===== config.mk =====
export PLATFORM = sky130hd
export DESIGN_NAME = uart_receiver_flat
export DESIGN_NICKNAME = d
export VERILOG_FILES = /design/src/rtl/uart_receiver_if.sv /design/src/rtl/uart_receiver.sv /design/src/flat_wrapper.sv
export SDC_FILE = /design/constraint.sdc
export NUM_CORES = 1
export LEC_CHECK = 0
export BUFFER_PORTS_ARGS = -buffer_cell sky130_fd_sc_hd__buf_2
export CORE_UTILIZATION = 60
export DETAILED_ROUTE_END_ITERATION = 16
export PLACE_DENSITY = 0.93
export SKIP_CTS_REPAIR_TIMING = 1
export SLEW_MARGIN = 20
export SYNTH_ARGS = -nofsm -noshare
export SYNTH_HDL_FRONTEND = slang
export SYNTH_SLANG_ARGS = --single-unit

===== constraint.sdc =====
create_clock -name clk -period 5.25 [get_ports clk]
set_clock_uncertainty 0.2 [all_clocks]
set_input_delay 1.05 -clock clk [delete_from_list [all_inputs] [get_ports clk]]
set_output_delay 1.05 -clock clk [all_outputs]
set_load 0.02 [all_outputs]

===== src/rtl/uart_receiver_if.sv =====
// Byte handshake between the UART receiver (master) and its consumer (slave).
interface uart_receiver_if #(
  parameter int DATA_BITS = 8
);
  logic [DATA_BITS-1:0] data_out;
  logic                 data_valid;
  logic                 data_ack;

  modport master (output data_out, output data_valid, input data_ack);
  modport slave  (input data_out, input data_valid, output data_ack);
endinterface


===== src/rtl/uart_receiver.sv =====
// 8N1 UART receiver with mid-bit sampling, valid/ack byte handshake, framing and overrun flags.
// Optional even-parity checking is compiled in with the UART_RX_PARITY_EN macro.
module uart_receiver #(
  parameter int CLKS_PER_BIT = 16,
  parameter int DATA_BITS    = 8
) (
  input  logic            clk,
  input  logic            rst,
  input  logic            rx,
  uart_receiver_if.master bus,
  output logic            busy,
  output logic            frame_err,
  output logic            overrun
`ifdef UART_RX_PARITY_EN
  ,
  output logic            parity_err
`endif
);

  typedef enum logic [2:0] {
    IDLE,
    START,
    DATA,
`ifdef UART_RX_PARITY_EN
    PARITY,
`endif
    STOP,
    BREAK
  } state_t;

  localparam int            CW        = $clog2(CLKS_PER_BIT);
  localparam logic [CW-1:0] HALF_LAST = CW'(CLKS_PER_BIT / 2 - 1);
  localparam logic [CW-1:0] BIT_LAST  = CW'(CLKS_PER_BIT - 1);
  localparam logic [2:0]    IDX_LAST  = 3'(DATA_BITS - 1);

  state_t               state;
  logic [CW-1:0]        cnt;
  logic [2:0]           bit_idx;
  logic [DATA_BITS-1:0] shift_reg;
  logic                 deliver;
  logic                 rx_meta;
  logic                 rx_s;
`ifdef UART_RX_PARITY_EN
  logic                 par_bad;
`endif

  always_ff @(posedge clk) begin
    if (!rst) begin
      rx_meta <= 1'b1;
      rx_s    <= 1'b1;
    end else begin
      rx_meta <= rx;
      rx_s    <= rx_meta;
    end
  end

  // A good stop bit raises deliver; the byte is published on the following edge.
  always_ff @(posedge clk) begin
    if (!rst) begin
      state          <= IDLE;
      cnt            <= '0;
      bit_idx        <= '0;
      shift_reg      <= '0;
      deliver        <= 1'b0;
      busy           <= 1'b0;
      frame_err      <= 1'b0;
      overrun        <= 1'b0;
      bus.data_out   <= '0;
      bus.data_valid <= 1'b0;
`ifdef UART_RX_PARITY_EN
      par_bad        <= 1'b0;
      parity_err     <= 1'b0;
`endif
    end else begin
      frame_err <= 1'b0;
      deliver   <= 1'b0;
`ifdef UART_RX_PARITY_EN
      parity_err <= 1'b0;
`endif
      case (state)
        IDLE: begin
          if (!rx_s) begin
            state <= START;
            cnt   <= '0;
            busy  <= 1'b1;
          end
        end
        START: begin
          if (cnt == HALF_LAST) begin
            if (!rx_s) begin
              state   <= DATA;
              cnt     <= '0;
              bit_idx <= '0;
            end else begin
              state <= IDLE;
              busy  <= 1'b0;
            end
          end else begin
            cnt <= cnt + 1'b1;
          end
        end
        DATA: begin
          if (cnt == BIT_LAST) begin
            shift_reg[bit_idx] <= rx_s;
            cnt                <= '0;
            if (bit_idx == IDX_LAST) begin
`ifdef UART_RX_PARITY_EN
              state <= PARITY;
`else
              state <= STOP;
`endif
            end else begin
              bit_idx <= bit_idx + 1'b1;
            end
          end else begin
            cnt <= cnt + 1'b1;
          end
        end
`ifdef UART_RX_PARITY_EN
        PARITY: begin
          if (cnt == BIT_LAST) begin
            cnt        <= '0;
            par_bad    <= (rx_s != ^shift_reg);
            parity_err <= (rx_s != ^shift_reg);
            state      <= STOP;
          end else begin
            cnt <= cnt + 1'b1;
          end
        end
`endif
        STOP: begin
          if (cnt == BIT_LAST) begin
            cnt <= '0;
            if (rx_s) begin
              state <= IDLE;
              busy  <= 1'b0;
`ifdef UART_RX_PARITY_EN
              deliver <= !par_bad;
`else
              deliver <= 1'b1;
`endif
            end else begin
              frame_err <= 1'b1;
              state     <= BREAK;
            end
          end else begin
            cnt <= cnt + 1'b1;
          end
        end
        BREAK: begin
          if (rx_s) begin
            state <= IDLE;
            busy  <= 1'b0;
          end
        end
        default: begin
          state <= IDLE;
          busy  <= 1'b0;
        end
      endcase

      // A byte completing on the ack edge wins over the ack.
      if (deliver) begin
        bus.data_out   <= shift_reg;
        bus.data_valid <= 1'b1;
        if (bus.data_valid && !bus.data_ack) overrun <= 1'b1;
      end else if (bus.data_valid && bus.data_ack) begin
        bus.data_valid <= 1'b0;
      end
    end
  end

endmodule


===== src/flat_wrapper.sv =====
// flat-port wrapper written by rule: the top's interface ports become plain ports
module uart_receiver_flat 
#(
  parameter int CLKS_PER_BIT = 16,
  parameter int DATA_BITS    = 8
)
  (clk, rst, rx, busy, frame_err, overrun, bus_data_out, bus_data_valid, bus_data_ack);
  uart_receiver_if #(.DATA_BITS(DATA_BITS)) bus_i ();
  input  logic clk;
  input  logic rst;
  input  logic rx;
  output logic busy;
  output logic frame_err;
  output logic overrun;
  output wire logic [$bits(bus_i.data_out)-1:0] bus_data_out;
  output wire logic [$bits(bus_i.data_valid)-1:0] bus_data_valid;
  input wire logic [$bits(bus_i.data_ack)-1:0] bus_data_ack;
  assign bus_data_out = bus_i.data_out;
  assign bus_data_valid = bus_i.data_valid;
  assign bus_i.data_ack = bus_data_ack;
  uart_receiver #(.CLKS_PER_BIT(CLKS_PER_BIT), .DATA_BITS(DATA_BITS)) u_core (.clk(clk), .rst(rst), .rx(rx), .bus(bus_i), .busy(busy), .frame_err(frame_err), .overrun(overrun));
endmodule

Yosys cells after proc, flatten, opt, wreduce, memory -nomap -nowiden:

Index checks and enable logic that the tools add are counted.

* bits in registers: 33
* latch bits: 0
* memory bits (writable): 0
* bits in read-only memories: 0
* input port bits: 4
* output and inout bits: 12
* logic and storage cells: 77
* memories kept: 0

* add/sub/neg operators: 2
* $mul: 0
* div/mod/pow operators: 0
* $lt $le $gt $ge: 2
* eq/ne operators: 15
* shift operators: 0
* muxes and demuxes: 30
* bitwise logic cells: 1
* reductions and logical operators: 15

Operator list (number)
* 2-to-1 mux 3 bit: 11
* one-hot mux 3 bit (5 select lines): 1
* 2-to-1 mux 4 bit: 3
* one-hot mux 4 bit (3 select lines): 1
* inequality test 2 x 1 -> 1 bit, second input constant: 5
* 2-to-1 mux 1 bit: 9
* bitwise mux 8 bit: 1
* == test 3 x 2 -> 1 bit, second input constant: 2
* == test 3 bit, second input constant: 2
* inequality test 2 bit, second input constant: 3
* one-hot mux 3 bit (2 select lines): 1
* AND reduction 6 bit: 1
* one-hot mux 1 bit (5 select lines): 1
* AND reduction 5 bit: 1
* adder 4 x 1 -> 4 bit, second input constant: 1
* == test 4 x 3 -> 1 bit, second input constant: 1
* == test 4 bit, second input constant: 1
* < comparator 3 x 4 -> 1 bit, second input constant: 1
* AND reduction 2 bit: 2
* AND reduction 4 bit: 1
* nonzero test 2 bit: 2
* adder 3 x 1 -> 3 bit, second input constant: 1
* demux 1 bit (select 3 bit): 1
* == test 3 x 1 -> 1 bit, second input constant: 1
* other kinds (9): 11

Depth between registers and ports, before layout:

* word-level depth: 5
* depth in mapped cells: 5
* depth with buffers taken out: 5

Worst setup path before layout:

No wires, ideal clock.

* path type: input to register
* start: input rst
* end: register u_core.bus.data_out[0]
* library setup time: 128 ps
* arrival: 1588 ps
* required time: 4922 ps
* setup slack: 3334 ps
* stages on the path: 4
* path buffers: 2
* cell sequence: buf_2 > inv_1 > clkbuf_1 > nor2_1

RTL lines
* start: declaration: line flat_wrapper.sv:10 `input logic rst;`
* end signal: assignment: line uart_receiver.sv:164 `bus.data_out <= shift_reg;`
* end: declaration: line uart_receiver_if.sv:9 `modport master (output data_out, output data_valid, input data_ack);`

No word-level cell between the ends.

Final worst setup path:

* start: register u_core.busy
* end: output busy

RTL lines
* start: declaration: line uart_receiver.sv:11 `output logic busy,`
* start signal: assignment: line uart_receiver.sv:65 `busy <= 1'b0;`
* start signal: assignment: line uart_receiver.sv:85 `busy <= 1'b1;`
* start signal: assignment: line uart_receiver.sv:96 `busy <= 1'b0;`
* end: declaration: line flat_wrapper.sv:12 `output logic busy;`

No word-level cell between the ends.

==> metrics.csv <==
metric,value,unit
status,finished clean,
synth-to-layout area growth,7.66,%
"Seq/Total Area, Yosys",0.405,
largest family of logic cells by synthesized area,simple AND/OR/NAND/NOR gates,
Setup Viol. Count Final,0,
kind of critical path,flop to output port,
synthesized instance count,174,
syn avg cell area,9.38,sq um
Slew Limit Fails,0,
peak supply drop,242,uV
GRT Overall Usage,0.245,
Worst-Skew Late Latency,0.33,ns
"Max FO, Critical Path",3,
Overflow after GRT,0,
fin crit period,2.13,ns
Final #Nets,189,
First DRT Iteration DRCs,47,
worst-case clock buffer depth,2,
remaining antenna violation count,0,
Post-DP Area,0.00167,sq mm
RSZ-0062 raised after global routing,false,
Die H,54.2,microns
num rows,18,
Max stage delay on crit path,0.37,ns
fin crit share,0.405,
Buffers on Ports,15,
Worst-Margin Slew,0.796,ns
cts bufs inserted,5,
hpwl dp,2200,microns
post-route setup TNS,0,ns
placer congestion estimate,0.769,
"EDFF count, synth",0,
first-pass GRT wire length,5040,microns
Post-Route WL,3160,microns
clk slew on worst S/H paths,0.10,ns
Via density,6.21,
layout cell share with drive strength beyond 1,0.186,
worst-path cell chain,buf_2,
Post-Syn Area,0.00163,sq mm
area of the die,0.00293,sq mm
"Design Area, Final",0.00176,sq mm
"Hold Vio Cnt, Final",0,
H-tree Lvls,2,
via count,1323,
vias in the first global route,1155,
Routed WL per cell,14.8,microns
starting density of the core,0.647,
crit path capture type,output port,
Synth Warn #,0,
Pleak,0.737,nW
Boundary Pins,16,
Post-synth ARST share,0,
Synth Area in Simple Gates,0.266,
Power Dens Cells,269,mW/mm^2
CP startpoint kind,flop,
DRC viols,0,
post-synthesis compound-gate area fraction,0.133,
Syn Nets,181,
TritonCTS clock tree,yes,
First-pass DRT Iterations,4,
initial antenna violation count,0,
Clock Sink Count,33,
Synth Area in XOR/XNOR,0.00536,
CP arrival,0.88,ns
Crit-path slowest cell,dfxtp_1,
post-synthesis mux area share,0.110,
Main synth FF type,dfxtp_1,
Worst path top cell family by delay,flip-flops,
Core Region,0.00252,sq mm
maximum capacitance violations,0,
pin count of the biggest net entering global routing,25,
ANT cells,0,
count of cell types in the netlist,46,
register bit total from synthesis,33,
Worst Path Buf+Inv,1,
Die X,54.2,microns
Required @ worst endpoint,4.00,ns
Adder-Cell Fraction of Synth Area,0.0230,
HP Class,flop to flop,
CTS root buf,clkbuf_4,
relative slew slack,0.469,
fmax,0.470,GHz
[Yosys cell counts (all sizes together) (2+ instances only)]
cell type  count  area [sq um]
and4bb         3          37.5
nand2         19          71.3
nand4          2          12.5
nor2b          4          25.0
inv            6          22.5
a21oi          5          25.0
nor3b          2          20.0
o311a          2          20.0
o21bai         2          15.0
o21ai          3          15.0
clkbuf         5          18.8
nand4b         2          32.5
dfxtp         33           661
o22ai          3          18.8
nor4           3          31.3
nor2          17          63.8
ha             3          37.5
mux2i         18           180
nand3          4          20.0
o221a          2          22.5
nor3           3          15.0
buf            9          53.8
nand2b         6          37.5
nor4b          2          30.0
[cell families (layout without fill, tap and decap cells)]
logic type	count (synthesis)	in the layout
muxes	18	18
xor gates and xnor gates	1	1
and+or+nand+nor	71	71
adders and majority gates	3	3
AOI/OAI and AO/OA	28	28
DFF	33	33
buffers and inverters	20	29
[cells in the final DEF, fill, tap and decap left out, types with 2 or more instances in the layout]
master and n:
nor2_1 17, o221a_2 2, clkbuf_4 5, nor4_2 2, o22ai_1 3, o21ai_0 3, nand3_1 4, ha_1 3
nor3_1 3, nor4b_2 2, dfxtp_1 33, nand2_1 19, inv_1 6, buf_2 15, nor2b_1 4, o21bai_1 2
o311a_1 2, a21oi_1 5, mux2i_1 18, and4bb_2 2, nand2b_1 6, nand4_1 2
[through the flow]
step	power (mW)	hold WS [ns]	instances	utilization	setup slack [ns]
after floorplan	0.274	0.186	174	-	3.33
after global placement	0.277	0.193	205	0.663	3.01
after detailed placement	0.278	0.204	205	0.663	2.87
after CTS	0.472	0.233	213	0.697	3.12
after global routing	0.487	0.245	213	0.697	3.08
final	0.473	0.219	213	0.697	3.12
[power by group]
group	switching [mW]	internal, mW
registers	0.00394	0.252
logic	0.00975	0.00689
clock network	0.0864	0.114
total	0.100	0.373
[layout make-up]
| type | instances | area [sq um] |
|---|---|---|
| Multi-Input combinational cell | 121 | 877 |
| Inverter | 6 | 22.5 |
| Clock buffer | 7 | 55.1 |
| Clock inverter | 1 | 30.0 |
| Timing Repair Buffer | 15 | 75.1 |
| Sequential cell | 33 | 661 |
| Fill cell | 173 | 764 |
| Tap cell | 30 | 37.5 |
[layer usage]
metal / vias to the layer above / wire length, microns / global-route usage
met5: - / 0 / 0
met4: 0 / 24 / 0.111
met3: 4 / 185 / 0.0876
met2: 48 / 1550 / 0.398
met1: 627 / 1400 / 0.286
li1: 644 / - / -
[final timing paths]
kind | to | cells after the start | slack [ns] | from
worst min register to register | u_core.rx_s | 1 | 0.22 | u_core.rx_meta
worst max-delay path | busy | 1 | 3.12 | u_core.busy
worst min-delay path | u_core.rx_s | 1 | 0.22 | u_core.rx_meta
worst max register to register | u_core.bit_idx[1] | 5 | 3.30 | u_core.bit_idx[0]
Power figures use the tool's default switching activity.
